[src/rtl/mpt_pkg.sv]
// mpt_pkg: shared MPT walker types, mode encodings and format-check definitions.
package mpt_pkg;
    localparam logic [3:0] MMPT_BARE    = 4'd0;
    localparam logic [3:0] MMPT_SMMPT43 = 4'd1;
    localparam logic [3:0] MMPT_SMMPT52 = 4'd2;
    localparam logic [3:0] MMPT_SMMPT64 = 4'd3;
    localparam int SMMPT43_W  = 43;
    localparam int SMMPT52_W  = 52;
    localparam int MODE_EN_43 = 0;
    localparam int MODE_EN_52 = 1;
    localparam int MODE_EN_64 = 2;
    typedef enum logic [1:0] {
        CF_NONE  = 2'd0,
        CF_BARE  = 2'd1,
        CF_MODE  = 2'd2,
        CF_RANGE = 2'd3
    } cf_cause_e;
    typedef struct packed {
        logic [3:0]  MODE;
        logic [43:0] ppn;
    } mmpt_t;
    typedef struct packed {
        mmpt_t       mmpt;
        logic [63:0] spa;
    } mptw_transaction_t;
    typedef struct packed {
        mptw_transaction_t trans;
        logic              fault;
        cf_cause_e         cause;
    } cf_entry_t;
    function automatic int min_w(int a, int b);
        return a < b ? a : b;
    endfunction
endpackage

[src/rtl/mpt_skid_buffer.sv]
// mpt_skid_buffer: 2-entry valid/ready pipeline register (main + skid) for any payload type.
module mpt_skid_buffer #(
    parameter type T = logic
) (
    input  logic clk_i,
    input  logic rst_i,
    input  logic flush_i,
    input  T     in_data,
    input  logic in_valid,
    output logic in_ready,
    output T     out_data,
    output logic out_valid,
    input  logic out_ready
);
    T     skid_data;
    logic skid_valid;
    logic accept;
    assign in_ready = ~skid_valid;
    assign accept   = in_valid & ~skid_valid & ~flush_i;
    always_ff @(posedge clk_i) begin
        if (rst_i) begin
            out_valid  <= 1'b0;
            skid_valid <= 1'b0;
            out_data   <= '0;
            skid_data  <= '0;
        end else if (flush_i) begin
            out_valid  <= 1'b0;
            skid_valid <= 1'b0;
        end else if (!out_valid || out_ready) begin
            // main is free or draining: skid entry has priority over new input
            out_valid  <= skid_valid | accept;
            skid_valid <= 1'b0;
            if (skid_valid) out_data <= skid_data;
            else if (accept) out_data <= in_data;
        end else if (accept) begin
            skid_valid <= 1'b1;
            skid_data  <= in_data;
        end
    end
endmodule

[src/rtl/mpt_check_format_pipe.sv]
// mpt_check_format_pipe: SPA format check against MMPT mode and PLEN, skid-buffered output,
// saturating fault counter and sticky first-fault record.
module mpt_check_format_pipe
    import mpt_pkg::*;
#(
    parameter int         PLEN     = 64,
    parameter logic [2:0] MODES_EN = 3'b111,
    parameter int         CNT_W    = 16
) (
    input  logic              clk_i,
    input  logic              rst_i,
    input  logic              flush_i,
    input  mptw_transaction_t in_transaction_i,
    input  logic              in_valid_i,
    output logic              in_ready_o,
    output mptw_transaction_t out_transaction_o,
    output logic              out_fault_o,
    output cf_cause_e         out_cause_o,
    output logic              out_valid_o,
    input  logic              out_ready_i,
    output logic [CNT_W-1:0]  fault_count_o,
    output logic              first_fault_valid_o,
    output logic [63:0]       first_fault_spa_o,
    output cf_cause_e         first_fault_cause_o,
    input  logic              clear_fault_i
);
    localparam int W43 = min_w(SMMPT43_W, PLEN);
    localparam int W52 = min_w(SMMPT52_W, PLEN);
    logic [63:0] spa;
    logic [3:0]  mode;
    cf_cause_e   cause;
    logic        fault;
    logic        accept;
    cf_entry_t   in_entry;
    cf_entry_t   out_entry;
    // shifting by 64 yields zero, so SMMPT64 with PLEN = 64 never range-faults
    always_comb begin
        spa      = in_transaction_i.spa;
        mode     = in_transaction_i.mmpt.MODE;
        cause    = mode == MMPT_BARE ? CF_BARE
                 : mode == MMPT_SMMPT43 && MODES_EN[MODE_EN_43] ? ((spa >> W43) != '0 ? CF_RANGE : CF_NONE)
                 : mode == MMPT_SMMPT52 && MODES_EN[MODE_EN_52] ? ((spa >> W52) != '0 ? CF_RANGE : CF_NONE)
                 : mode == MMPT_SMMPT64 && MODES_EN[MODE_EN_64] ? ((spa >> PLEN) != '0 ? CF_RANGE : CF_NONE)
                 : CF_MODE;
        fault    = cause != CF_NONE;
        accept   = in_valid_i & in_ready_o & ~flush_i;
        in_entry = '{trans: in_transaction_i, fault: fault, cause: cause};
    end
    mpt_skid_buffer #(.T(cf_entry_t)) u_skid (
        .clk_i     (clk_i),
        .rst_i     (rst_i),
        .flush_i   (flush_i),
        .in_data   (in_entry),
        .in_valid  (in_valid_i),
        .in_ready  (in_ready_o),
        .out_data  (out_entry),
        .out_valid (out_valid_o),
        .out_ready (out_ready_i)
    );
    assign out_transaction_o = out_entry.trans;
    assign out_fault_o       = out_entry.fault;
    assign out_cause_o       = out_entry.cause;
    // an accepted fault beats a same-cycle clear
    always_ff @(posedge clk_i) begin
        if (rst_i) begin
            fault_count_o       <= '0;
            first_fault_valid_o <= 1'b0;
            first_fault_spa_o   <= '0;
            first_fault_cause_o <= CF_NONE;
        end else if (accept && fault) begin
            fault_count_o       <= clear_fault_i ? CNT_W'(1) : fault_count_o + CNT_W'(~&fault_count_o);
            first_fault_valid_o <= 1'b1;
            if (clear_fault_i || !first_fault_valid_o) begin
                first_fault_spa_o   <= spa;
                first_fault_cause_o <= cause;
            end
        end else if (clear_fault_i) begin
            fault_count_o       <= '0;
            first_fault_valid_o <= 1'b0;
            first_fault_spa_o   <= '0;
            first_fault_cause_o <= CF_NONE;
        end
    end
endmodule

[config.mk]
export PLATFORM = sky130hd
export DESIGN_NAME = mpt_check_format_pipe
export DESIGN_NICKNAME = d
export VERILOG_FILES = /design/src/rtl/mpt_pkg.sv /design/src/rtl/mpt_skid_buffer.sv /design/src/rtl/mpt_check_format_pipe.sv
export SDC_FILE = /design/constraint.sdc
export NUM_CORES = 1
export LEC_CHECK = 0
export ABC_AREA = 1
export CORE_AREA = 2 2 168 170
export CTS_CLUSTER_SIZE = 16
export DETAILED_ROUTE_END_ITERATION = 7
export DIE_AREA = 0 0 170 172
export PLACE_DENSITY = 0.86
export SYNTH_ARGS = -nofsm -noshare
export SYNTH_HDL_FRONTEND = slang
export SYNTH_HIERARCHICAL = 1
export SYNTH_SLANG_ARGS = --single-unit
[constraint.sdc]
create_clock -name clk_i -period 4.4 [get_ports clk_i]
set_input_delay 0.88 -clock clk_i [delete_from_list [all_inputs] [get_ports clk_i]]
set_output_delay 0.88 -clock clk_i [all_outputs]
set_load 0.005 [all_outputs]
## Yosys cells after proc, flatten, opt, wreduce, memory -nomap -nowiden

Index checks and enable logic that the tools add are counted.

| cells by class | value |
|---|---|
| $add $sub $neg | 1 |
| equality and inequality tests | 4 |
| muxes and demuxes | 19 |
| bitwise gates (word level) | 6 |
| reductions and logical operators | 18 |

Operators with widths:

| operator | count |
|---|---|
| $mux 115 | 2 |
| $mux 64 | 3 |
| $reduce_bool 64->1 | 2 |
| $mux 16 | 3 |
| $mux 2 | 9 |
| $add 16x1->16 | 1 |
| $reduce_and 16->1 | 1 |
| $eq 4x2->1 const B | 2 |
| $reduce_and 3->1 | 2 |
| $reduce_bool 2->1 | 3 |
| $eq 4x1->1 const B | 1 |
| $logic_not 4->1 | 1 |
| $logic_not 1->1 | 3 |
| $not 1->1 | 3 |
| $reduce_or 3->1 | 1 |
| $and 1x1->1 | 2 |
| $logic_or 1x1->1 | 2 |
| $mux 1 | 2 |
| $ne 2x1->1 const B | 1 |
| $reduce_and 2->1 | 1 |
| $reduce_or 2->1 | 1 |
| $logic_and 1x1->1 | 1 |
| $or 1x1->1 | 1 |

| storage, ports and cells | value |
|---|---|
| bits in registers | 315 |
| word-level logic and storage cells | 64 |

## Depth between registers and ports, before layout

Gate-level depths: netlist (run 1).

| logic depth | value |
|---|---|
| word-level depth | 9 |
| depth in mapped cells | 14 |
| depth with buffers taken out | 14 |

## Cells and area by module

The synthesis (run 1) kept the hierarchy.

By module, submodules not included:

| module | instances | cells an instance | area each (sq um) | sequential area each (sq um) |
|---|---|---|---|---|
| mpt_skid_buffer | 1 | 1856 | 11090.6 | 4644.5 |
| mpt_check_format_pipe | 1 | 511 | 3798.6 | 1661.6 |

## Least setup slack after synthesis (run 1)

OpenSTA, ideal clock, no wires.

| timing path | value |
|---|---|
| path kind | input -> register |
| from | in in_transaction_i[111] (netlist name) |
| to | reg u_skid/out_data[2] (netlist name) |
| arrival | 2.070 ns |
| required time | 4.287 ns |
| setup slack | 2.217 ns |
| cell stages on the path | 12 |
| buffers on the path | 1 |
| cell sequence | nor2_2 -> nand2_1 -> nor3_2 -> nand2_2 -> and2_0 -> buf_2 -> inv_1 -> nor2_1 -> nor2_1 -> nand3_1 -> nand2_1 -> nor2_1 |

| between the ends | value |
|---|---|
| longest elaborated chain between the ends | 8 |
| elaborated cells between the ends (all ways) | 11 |

Ends and longest elaborated chain:

| element | RTL line | RTL |
|---|---|---|
| from (decl) | mpt_check_format_pipe.sv:13 | `input mptw_transaction_t in_transaction_i,` |
| $eq 4x2->1 | mpt_check_format_pipe.sv:43 | `: mode == MMPT_SMMPT64 && MODES_EN[MODE_EN_64] ? ((spa >> PLEN) != '0 ? CF_RANGE : CF_NONE)` |
| $mux 2 | mpt_check_format_pipe.sv:43 |  |
| $mux 2 | mpt_check_format_pipe.sv:42 | `: mode == MMPT_SMMPT52 && MODES_EN[MODE_EN_52] ? ((spa >> W52) != '0 ? CF_RANGE : CF_NONE)` |
| $mux 2 | mpt_check_format_pipe.sv:41 | `: mode == MMPT_SMMPT43 && MODES_EN[MODE_EN_43] ? ((spa >> W43) != '0 ? CF_RANGE : CF_NONE)` |
| $mux 2 * | mpt_check_format_pipe.sv:40 | `cause = mode == MMPT_BARE ? CF_BARE` |
| $reduce_bool 2->1 * | mpt_check_format_pipe.sv:45 | `fault = cause != CF_NONE;` |
| net fault | mpt_check_format_pipe.sv:32 | `logic fault;` |
| $mux 115 * | mpt_skid_buffer.sv:34 | `else if (accept) out_data <= in_data;` |
| $mux 115 * | mpt_skid_buffer.sv:33 | `if (skid_valid) out_data <= skid_data;` |
| to (signal assigned) | mpt_skid_buffer.sv:33 |  |
| to (signal assigned) | mpt_skid_buffer.sv:34 |  |
| to (decl) | mpt_skid_buffer.sv:11 | `output T out_data,` |

The timed path passes the listed nets; every way through them passes the cells marked *. The select of a mux whose other input is x is not followed.
A chain may end at the register's enable or synchronous reset.

## Worst setup path after layout (run 1)

| timing path | value |
|---|---|
| from | in in_valid_i |
| to | reg first_fault_spa_o[30] |

| between the ends | value |
|---|---|
| longest elaborated chain between the ends | 5 |
| elaborated cells between the ends (all ways) | 7 |

Ends and longest elaborated chain:

| element | RTL line | RTL |
|---|---|---|
| from (decl) | mpt_check_format_pipe.sv:14 | `input logic in_valid_i,` |
| $and 1x1->1 * (2 in a row) | mpt_check_format_pipe.sv:46 | `accept = in_valid_i & in_ready_o & ~flush_i;` |
| $logic_and 1x1->1 * | mpt_check_format_pipe.sv:70 | `end else if (accept && fault) begin` |
| $ne 2x1->1 (no source line) or $reduce_bool 2->1 (tied branches) | - |  |
| $reduce_and 2->1 (no source line) | - |  |
| to (signal assigned) | mpt_check_format_pipe.sv:74 | `first_fault_spa_o <= spa;` |
| to (decl) | mpt_check_format_pipe.sv:23 | `output logic [63:0] first_fault_spa_o,` |

Every way passes the cells marked *; elsewhere a longest branch is shown, timed or not.

==> results of run 1 <==
==> flip-flops by register name, indices dropped and copies added, names as in the netlist <==
name	cells
first_fault_spa_o	64
fault_count_o	16
first_fault_cause_o	2
u_skid/out_valid	1
u_skid/skid_data	115
u_skid/skid_valid	1
first_fault_valid_o	1
u_skid/out_data	115
==> per-layer routing <==
layer	vias up	part of all wire	track usage
met5	-	0.00063	0
met4	4	0.036	0.109
met3	109	0.080	0.0572
met2	597	0.47	0.479
met1	6846	0.42	0.342
li1	7552	-	-
==> kinds of logic (layout without fill, tap and decap cells) <==
family	count (synthesis)	count (layout)	share of synthesized area
AO/OA/AOI/OAI	85	85	0.0319
flip-flops	315	315	0.424
AND/OR/NAND/NOR	1553	1553	0.420
buffers and inverters	408	660	0.121
other	0	1	0
XOR/XNOR	4	4	0.00235
adder cells (fa/ha/maj)	2	2	0.00168
==> synth_stat cells (all sizes together) <==
master / instances / area (um^2)
nor2: 731 / 2760
nand2: 586 / 2240
dfxtp: 315 / 6310
inv: 262 / 983
nand3: 206 / 1040
buf: 105 / 658
a21oi: 79 / 437
clkbuf: 40 / 150
nand4: 12 / 81.3
nor3: 11 / 86.3
or2: 5 / 31.3
a31oi: 3 / 18.8
xor2: 3 / 26.3
ha: 2 / 25.0
a21boi: 1 / 7.51
and2: 1 / 6.26
clkinv: 1 / 5.00
nor4: 1 / 6.26
o211ai: 1 / 7.51
o21ai: 1 / 5.00
xnor2: 1 / 8.76
==> layout make-up <==
class | count | area (um^2)
fillers | 2236 | 8390
multi-input cells | 1644 | 6810
flip-flops and latches | 315 | 6310
repair buffers | 338 | 3430
clock buffers | 56 | 1090
inverters | 263 | 993
well taps | 346 | 433
clock inverters | 3 | 18.8
diodes | 1 | 2.50
==> critical path, cell delays in order <==
cell	delay, ns
clkdlybuf4s50_1	0.55
nand2_1	0.09
nor2_1	0.43
nand3_2	0.30
nand2_2	0.59
buf_12	0.28
nand3_1	0.11
a21oi_1	0.20
==> power breakdown <==
| part | internal, uW | leakage (uW) | switching (uW) | total (uW) |
|---|---|---|---|---|
| Clock | 1680 | 0.000544 | 1130 | 2810 |
| Sequential | 2940 | 0.00256 | 54.5 | 3000 |
| Combinational | 364 | 0.00585 | 410 | 774 |
| Total | 4990 | 0.00896 | 1590 | 6580 |
==> final timing paths <==
| kind | cells after the start | to |
|---|---|---|
| setup / recovery | 8 | first_fault_spa_o[30] |
| hold / removal | 2 | u_skid/out_data[72] |
| setup reg to reg | 8 | first_fault_spa_o[30] |
| hold reg to reg | 2 | u_skid/out_data[72] |
==> through the flow <==
stage | instance area [um^2] | utilization | total power, uW | std cells | hold WS, ns
3_5_place_dp | 18000 | 0.654 | 3820 | 2906 | 0.470
6_report | 19100 | 0.695 | 6580 | 2966 | 0.478
4_1_cts | 19100 | 0.695 | 6610 | 2965 | 0.482
5_1_grt | 19100 | 0.695 | 6820 | 2965 | 0.497
3_3_place_gp | 18000 | 0.654 | 3810 | 2906 | 0.460
2_1_floorplan | 14900 | - | 3440 | 2367 | 0.455
==> results_dict.tcl, run 1 <==
set metrics [dict create \
    cp-end-kind "flip-flop" \
    ys_warn_count 6 \
    cts_root_buf "clkbuf_16" \
    maxCapViolCount 0 \
    setup_ws_ns 1.37 \
    vias 15108 \
    avgSynthCellArea_um2 6.29 \
    synth-seq-cells 315 \
    start_util 0.542 \
    post-place-ws_ns 0.864 \
    clk_latency_ns 0.50 \
    layout_common_cells "nor2_1 (727), nand2_1 (570), clkdlybuf4s50_1 (316)" \
    setup_tns_ns 0 \
    grt_setup_unrepaired "no" \
    final_common_cell "nor2_1" \
    setup_violations 0 \
    hold_buffers 0 \
    htreeDepth 2 \
    wl_per_cell_um 14.0 \
    die_h_um 172 \
    hp-start "u_skid/out_data[72]" \
    cp.required_ns 4.82 \
    r2r_start "u_skid/skid_valid" \
    die_area_um2 29200 \
    hp-class "reg -> reg" \
    nets 2716 \
    grt_util_all_layers 0.278 \
    startpoint "in_valid_i" \
    pin_count 318 \
    worstPathArrival_ns 3.45 \
    remaining_drc_errors 0 \
    initialDrtViolationCount 1166 \
    avgViaCountPerCell 5.09 \
    grt_pass1_wl_mm 66.8 \
    cts_setup_buffers 0 \
    synth_nets 2487 \
    finalWirelength_mm 41.6 \
    overflow 0 \
    finalMaxSlewViolations 0 \
    cts_buffers 34 \
    tightest_slew_ns 0.981 \
    critPathMaxFanout 34 \
    status "finished clean" \
    antenna_found_initial 3 \
    core.rowCount 61 \
    synth_seq_area_share 0.424 \
    grt_pass1_vias 14122 \
    worstSetupPathType "in -> reg" \
    ir_drop_mv 0.244 \
    yosysUniqueCellTypes 35 \
    grt_start_max_net_pins 117 \
    finalClockSkew_ns 0.00714 \
    area_growth_pct 28.2 \
    cts_tree "done" \
    core_area_um2 27500 \
    cts.reportedPaths.clkPinSlew_ns 0.06 \
    cts_sinks 315 \
    p_per_area_nw_per_um2 345 \
    place_hpwl_mm 27.0 \
    clk_path_buf_depth 3 \
    portBuffers 317 \
    die_x_um 170 \
    hold_viol_final 0 \
    globalplace.congestion 0.861 \
    drt_pass1_iterations 7 \
    leakage_uw 0.00896 \
    fin_crit_ns 3.03 \
    max_freq_mhz 330 \
    timing.reg2reg.setup_slack_ns 1.55 \
    synthCells 2367 \
    slew_headroom 0.346 \
    syn_area_um2 14900 \
    post_cts_resized 0 \
    ant_nets 0 \
    timing.final.crit_share 0.689 \
    worstSetupStartpointType "primary input" \
    drive_gt1_frac 0.0458 \
]
Power figures use the tool's default switching activity.
==> inputs of run 2 (changes only) <==
CORE_AREA = 2 2 181 183   (was 2 2 168 170)
DIE_AREA = 0 0 183 185   (was 0 0 170 172)
PLACE_DENSITY = 0.78   (was 0.86)
clock period = 2.74 ns   (was 4.4 ns; I/O delays follow)
==> results_dict.tcl, run 2 (synthesis results as in run 1) <==
set metrics [dict create \
    status "finished clean" \
    final_core_util 0.606 \
    leakage_uw 0.00907 \
    die_x_um 183 \
    overflow 0 \
    place_inst 2981 \
    critPathMaxFanout 5 \
    worstSetupStartpointType "flip-flop" \
    antenna_found_initial 5 \
    htreeDepth 2 \
    reg_top3 "u_skid/out_data x115, u_skid/skid_data x115, first_fault_spa_o x64" \
    grt_util_all_layers 0.239 \
    globalplace.congestion 0.865 \
    finalClockSkew_ns 0.0105 \
    cts_tree "done" \
    die_h_um 185 \
    drive_gt1_frac 0.0520 \
    drt_pass1_iterations 5 \
    worstPathArrival_ns 2.72 \
    pwr-share-seq 0.447 \
    finalMaxSlewViolations 0 \
    instances_no_fill 3043 \
    fin_total_pwr_uw 10800 \
    grt_setup_unrepaired "no" \
    worstSetupPathType "reg -> reg" \
    grt_pass1_wl_mm 66.8 \
    ant_nets 0 \
    cp.required_ns 3.18 \
    finalWirelength_mm 41.4 \
    internal_power_uw 8140 \
    place_hpwl_mm 28.1 \
    cts_buffers 36 \
    avgViaCountPerCell 4.86 \
    slew_headroom 0.454 \
    cts.reportedPaths.clkPinSlew_ns 0.06 \
    grt_start_max_net_pins 118 \
    p_per_area_nw_per_um2 554 \
    clockPowerShare 0.434 \
    area_growth_pct 30.4 \
    vias 14780 \
    cts_sinks 315 \
    clk_path_buf_depth 3 \
    setup_violations 0 \
    post_cts_resized 0 \
    core.rowCount 66 \
    start_util 0.465 \
    cts_root_buf "clkbuf_16" \
    max_freq_mhz 439 \
    hold_viol_final 0 \
    clk_latency_ns 0.51 \
    hp-class "in -> reg" \
    pin_count 318 \
    wl_per_cell_um 13.6 \
    tightest_slew_ns 0.818 \
    core_area_um2 32000 \
    die_area_um2 33900 \
    initialDrtViolationCount 928 \
    cts_setup_buffers 0 \
    cp-end-kind "flip-flop" \
    remaining_drc_errors 0 \
    setup_tns_ns 0 \
    portBuffers 317 \
    p_comb_frac 0.119 \
    timing.final.crit_share 0.831 \
    ir_drop_mv 0.365 \
    nets 2731 \
    switchingPower_uw 2620 \
    fin_crit_ns 2.28 \
    hold_buffers 0 \
    maxCapViolCount 0 \
    layout_common_cells "nor2_1 (727), nand2_1 (570), clkdlybuf4s50_1 (316)" \
    grt_pass1_vias 13717 \
    final_common_cell "nor2_1" \
    switching_share 0.243 \
]
==> run 2: cell count changes in the layout (fill, tap and decap cells not counted) <==
cell        change
clkinvlp_4      +2
clkbuf_8        -4
buf_12          +9
inv_6           +2
clkbuf_1        -2
clkinv_2        +3
clkinv_4        -1
buf_4           +4
bufinv_16       +2
==> run 2: final cells by class <==
| class | count | area, um^2 |
|---|---|---|
| fill | 2951 | 12600 |
| multi-input combinational | 1644 | 6810 |
| sequential | 315 | 6310 |
| timing repair buffer | 351 | 3640 |
| clock buffer | 50 | 1020 |
| inverter | 263 | 993 |
| tap | 408 | 510 |
| clock inverter | 11 | 118 |
| antenna | 1 | 2.50 |
==> run 2: layer usage <==
metal	part of all wire	track usage	wire length, um	vias to the layer above
met5	0.0014	0	57	-
met4	0.027	0.0803	1110	8
met3	0.076	0.0511	3130	88
met2	0.47	0.417	19600	470
met1	0.42	0.294	17500	6644
li1	-	-	-	7570
==> run 2: per-stage QoR <==
stage,instance area (um^2),hold WS (ns),setup WS [ns]
3_5_place_dp,18300,0.471,0.140
4_1_cts,19400,0.425,0.461
6_report,19400,0.445,0.462
5_1_grt,19400,0.439,0.273
2_1_floorplan,14900,0.455,0.785
3_3_place_gp,18300,0.461,0.204
==> run 2: power by group through the flow <==
stage / sequential [uW] / clock [uW] / combinational (uW)
6_report: 4810 / 4670 / 1280
5_1_grt: 4830 / 4980 / 1410
4_1_cts: 4810 / 4760 / 1280
3_5_place_dp: 4910 / 0 / 1270
3_3_place_gp: 4910 / 0 / 1250
2_1_floorplan: 4910 / 0 / 620
==> run 2: critical path, stage by stage, from the launching register on <==
cell	delay (ns)
dfxtp_1	0.44
nand2_1	0.20
nor4_1	0.29
nand3_1	0.16
ha_1	0.23
nand2_1	0.13
inv_1	0.09
nand2_1	0.11
inv_2	0.05
nand4_1	0.06
nand3_1	0.08
or2_1	0.26
a21oi_2	0.13
==> run 2: worst paths after layout <==
kind / from / endpoint / slack (ns) / cells after the start
min reg2reg: u_skid/skid_data[7] / u_skid/skid_data[7] / 0.48 / 2
max reg2reg: fault_count_o[7] / fault_count_o[14] / 0.46 / 12
min: rst_i / first_fault_spa_o[59] / 0.45 / 2
max: fault_count_o[7] / fault_count_o[14] / 0.46 / 12
==> edit 1 (flow settings as in run 1) <==
The parameter `CNT_W` goes from 16 to 24.
--- a/src/rtl/mpt_check_format_pipe.sv
+++ b/src/rtl/mpt_check_format_pipe.sv
@@ -5,7 +5,7 @@
 #(
     parameter int         PLEN     = 64,
     parameter logic [2:0] MODES_EN = 3'b111,
-    parameter int         CNT_W    = 16
+    parameter int         CNT_W    = 24
 ) (
     input  logic              clk_i,
     input  logic              rst_i,
Ports: changed (resized fault_count_o); port bits go from 318 to 326. No check against the original RTL was run, so the function may have changed too.
==> edit 1 against run 1 <==
Routed wire length grew 5.9%; clock power grew 6%; highest routed layer is now met4; area after synthesis grew 6.1%; largest cell class unchanged; sequential cell count grew 8; clock skew grew 5.5 ps; final area grew 4.7%; power grew 4.2%; first-iteration DRC count shrank 12%; global-route usage grew 1.5 points; worst setup slack lost 210 ps.
==> edit 1: results (changes against run 1) <==
### Critical path
• reg2reg end: first_fault_spa_o[52]
• Max stage delay cell, worst path: sky130_fd_sc_hd__buf_4
• arrival time at the worst endpoint: 3680 ps, +230 ps
• top fanout value on the critical path: 65, +91%
• reg-to-reg setup timing slack: 1390 ps, -160 ps
• delay of the slowest cell on the worst path: 780 ps, +190 ps

### Final layout
• sequential share of cell area: 0.3239, -0.006746
• final non-filler cell total: 3056, +3.0%
• Inverters: 258, -1.9%
• count of nets after finishing: 2804, +3.2%
• multi-input combinational area share: 0.3750, +0.01807
• Multi-input comb cells: 1725, +4.9%
• # fillers: 2199, -1.7%
• number of non-clock buffers: 340, +0.59%
• share of final layout cell area taken by clock buffers and inverters: 0.05925, +0.001295

### Hold path
• launch instance of the worst min-delay path: first_fault_spa_o[29]
• worst-case hold path end point: first_fault_spa_o[29]

### Clock tree
• clock buffer count from CTS: 36, +5.9%
• CTS Sinks: 323, +2.5%
• clock latency on the worst-skew pair: 520 ps, +20 ps

### Global routing
• global-route wire length before repair: 69820 microns, +4.5%
• combined global-route utilization of all metal layers: 0.2930, +0.01515
• initial antenna violation count: 1, -2
• GR Layer Usage met2: 0.5171, +0.03833
• met1 usage: 0.3361, -0.006067
• met3 track demand over resource in global routing: 0.07691, +0.01968
• pin count of the biggest net entering global routing: 157, +34%

### Yosys
• per-instance average area after synthesis: 6.447 sq um, +2.5%
• number of distinct standard cells referenced by the synthesized netlist: 32, -8.6%
• top cells by area, synth: sky130_fd_sc_hd__dfxtp_1 (41%), sky130_fd_sc_hd__nor2_1 (18%), sky130_fd_sc_hd__nand2_1 (15%), sky130_fd_sc_hd__inv_1 (6.0%), sky130_fd_sc_hd__nand3_1 (4.7%)
• post-synthesis sequential area ratio: 0.4092, -0.01434

### Drt
• DRT Wirelength: 44010 microns, +5.9%
• detailed-route wire length on metal 1: 17490 microns, +1.1%
• starting DRC count in detailed routing: 1030, -12%
• met2 layer wire length in the routed design: 21140 microns, +8.6%

### Placed design
• Placed Instances: 2992, +3.0%
• Placer Congestion: 0.8583, -0.36%
• # port buffers: 325, +2.5%

### Outcome
• run status: complete, no violations

### Power and ir drop
• combinational cell power: 811 uW, +4.8%
• Power Density: 343.6 nW/um^2, -0.41%

### STA
• Layout Skew: 12.62 ps, +5.477 ps

edit 1: cell families after synthesis:
group | share of synthesized area
adder cells (fa/ha/maj) | 0.001583
AO/OA/AOI/OAI | 0.04125
buffers and inverters | 0.1181
flip-flops | 0.4092
AND/OR/NAND/NOR | 0.4254
XOR/XNOR | 0.004434
edit 1: worst max-delay path by stage:
stage	start	cells after the start	to	slack, ps
final	in_transaction_i[45]	9	first_fault_spa_o[52]	1160
after global routing	in_transaction_i[48]	10	first_fault_cause_o[0]	1030
after CTS	u_skid/skid_valid	2	in_ready_o	1230
after detailed placement	in_transaction_i[48]	9	first_fault_spa_o[52]	700
after global placement	in_transaction_i[48]	10	first_fault_cause_o[1]	840
after floorplan	in_transaction_i[111]	9	first_fault_spa_o[10]	2260
edit 1: stage by stage:
stage          hold WS [ps]  instance area, sq um
2_1_floorplan         455.4                 15800
3_5_place_dp          466.0                 18790
6_report              470.9                 19980
4_1_cts               474.1                 19980
5_1_grt               480.9                 19980
3_3_place_gp          461.4                 18790
==> edit 2 (flow settings as in run 1) <==
Made on the original files. Make the reset (`rst_i`) asynchronous in 2 clocked blocks.
--- a/src/rtl/mpt_skid_buffer.sv
+++ b/src/rtl/mpt_skid_buffer.sv
@@ -17,7 +17,7 @@
     logic accept;
     assign in_ready = ~skid_valid;
     assign accept   = in_valid & ~skid_valid & ~flush_i;
-    always_ff @(posedge clk_i) begin
+    always_ff @(posedge clk_i or posedge rst_i) begin
         if (rst_i) begin
             out_valid  <= 1'b0;
             skid_valid <= 1'b0;
--- a/src/rtl/mpt_check_format_pipe.sv
+++ b/src/rtl/mpt_check_format_pipe.sv
@@ -61,7 +61,7 @@
     assign out_fault_o       = out_entry.fault;
     assign out_cause_o       = out_entry.cause;
     // an accepted fault beats a same-cycle clear
-    always_ff @(posedge clk_i) begin
+    always_ff @(posedge clk_i or posedge rst_i) begin
         if (rst_i) begin
             fault_count_o       <= '0;
             first_fault_valid_o <= 1'b0;
Function: not settled (the Yosys comparison gave no result); the edit may change what the design does.
==> edit 2 against run 1 <==
Sequential cell count stayed put; area after synthesis fell by 3.5%; fmax rose by 6.1%; utilization shrank 0.92 points; first-iteration DRC count up 3.2%; final area decreased by 1.3%; routed wire length grew 5.5%; register-to-register slack is essentially flat; power up 22%; worst setup slack gained 180 ps.
==> edit 2: results (changes against run 1) <==
### Power and ir drop
• Power Density: 425.7 nW/um^2, +23%
• fraction of power consumed by combinational cells: 0.187, +0.069
• proportion of power drawn by flip-flops and latches: 0.460, +0.005
• switching power as a share of total power: 0.2744, +0.03228
• IR Drop Worst-Case VDD: 0.3489 mV, +43%

### Drt
• starting DRC count in detailed routing: 1203, +3.2%
• Initial DRT Pass Iterations: 6, -1
• detailed-route wire length on metal 1: 17380 microns, +0.49%
• met3 WL post-DR: 4309 microns, +30%
• ratio of routed vias to standard cells: 5.510, +8.2%
• met2 layer wire length in the routed design: 20580 microns, +5.7%
• post-DR wirelength/cell: 17.59 microns, +25%
• highest routed metal layer: met4

### Critical path
• worst r2r path cells: 7, -1
• class of the most critical setup path: reg -> reg
• top fanout value on the critical path: 66, +94%
• start of the worst register-to-register path: u_skid/skid_valid
• reg2reg end: u_skid/out_data[48]
• arrival time at the worst endpoint: 3300 ps, -150 ps

### Yosys
• most frequently used flop master after synthesis: sky130_fd_sc_hd__dfrtp_1
• top cells by instance count after synthesis: sky130_fd_sc_hd__nand2_1 (1047), sky130_fd_sc_hd__dfrtp_1 (315), sky130_fd_sc_hd__nand3_1 (252)
• per-instance average area after synthesis: 7.731 sq um, +23%
• proportion of synthesized flip-flops having asynchronous set or reset: 1.000, +1.000
• top cells by area, synth: sky130_fd_sc_hd__dfrtp_1 (55%), sky130_fd_sc_hd__nand2_1 (27%), sky130_fd_sc_hd__nand3_1 (8.8%), sky130_fd_sc_hd__buf_2 (1.7%), sky130_fd_sc_hd__clkbuf_1 (0.99%)
• number of distinct standard cells referenced by the synthesized netlist: 32, -8.6%
• post-synthesis sequential area ratio: 0.5485, +0.1250
• net count after synthesis: 1979, -20%

### Final layout
• biggest registers after layout: u_skid/out_data: 115 flops, u_skid/skid_data: 115 flops, first_fault_spa_o: 64 flops
• share of post-route cells with drive strength above 1: 0.05079, +0.004973
• final non-filler cell total: 2493, -16%

### Global routing
• met1 usage: 0.3917, +0.04958
• met3 track demand over resource in global routing: 0.07439, +0.01717
• initial antenna violation count: 0, -3
• combined global-route utilization of all metal layers: 0.2998, +0.02196
• GR Layer Usage met2: 0.4868, +0.007986
• number of global-route vias before repair: 13410, -5.1%
• pin count of the biggest net entering global routing: 90, -23%

### Placed design
• post-detail-place hpwl: 27640 microns, +2.3%
• Placed Instances: 2433, -16%

### Hold path
• Hold Path Stages: 2, unchanged
• worst-case hold path end point: first_fault_spa_o[37]
• launch instance of the worst min-delay path: first_fault_spa_o[37]

### STA
• Layout Skew: 16.12 ps, +8.984 ps
• worst setup margin: 1545 ps, +175.1 ps
• worst hold margin: 467.5 ps, -10.88 ps

### Outcome
• run status: complete, no violations

-- edit 2: cell types whose count changed after synthesis, moves of 5 or more --
cell,run 1,this run
sky130_fd_sc_hd__inv_1,256,31
sky130_fd_sc_hd__nand2_2,16,11
sky130_fd_sc_hd__nand2_1,570,1047
sky130_fd_sc_hd__buf_4,32,2
sky130_fd_sc_hd__o22ai_1,0,8
sky130_fd_sc_hd__dfrtp_1,0,315
sky130_fd_sc_hd__dfxtp_1,315,0
sky130_fd_sc_hd__buf_1,11,17
sky130_fd_sc_hd__nor2_1,727,32
sky130_fd_sc_hd__nand4_1,11,6
sky130_fd_sc_hd__a21oi_2,11,0
sky130_fd_sc_hd__a21oi_1,68,1
sky130_fd_sc_hd__nand3_1,204,252
-- edit 2: layout make-up --
type                    instances  area, sq um
fillers                      2114         8643
flip-flops and latches        315         7886
multi-input cells            1396         5826
repair buffers                340         3446
clock buffers                  48        984.7
well taps                     346        432.9
inverters                      36        142.6
clock inverters                11        112.6
diodes                          1        2.502
-- edit 2: cells by family (layout without fill, tap and decap cells) --
group,count (synthesis),in the layout,synth area share
compound gates,16,16,0.006530
xor+xnor,6,6,0.003657
fa+ha+maj,2,2,0.001741
buf+inv,148,435,0.04754
flops,315,315,0.5485
other cells,0,1,0
simple gates,1372,1372,0.3920
-- edit 2: critical path, stage by stage, from the launching register on --
cell                      delay [ps]
sky130_fd_sc_hd__dfrtp_4         650
sky130_fd_sc_hd__inv_4           140
sky130_fd_sc_hd__buf_4           620
sky130_fd_sc_hd__nand2_1         220
sky130_fd_sc_hd__nand3_4         130
sky130_fd_sc_hd__buf_4           640
sky130_fd_sc_hd__nand2_1         150
sky130_fd_sc_hd__nand2_1         120
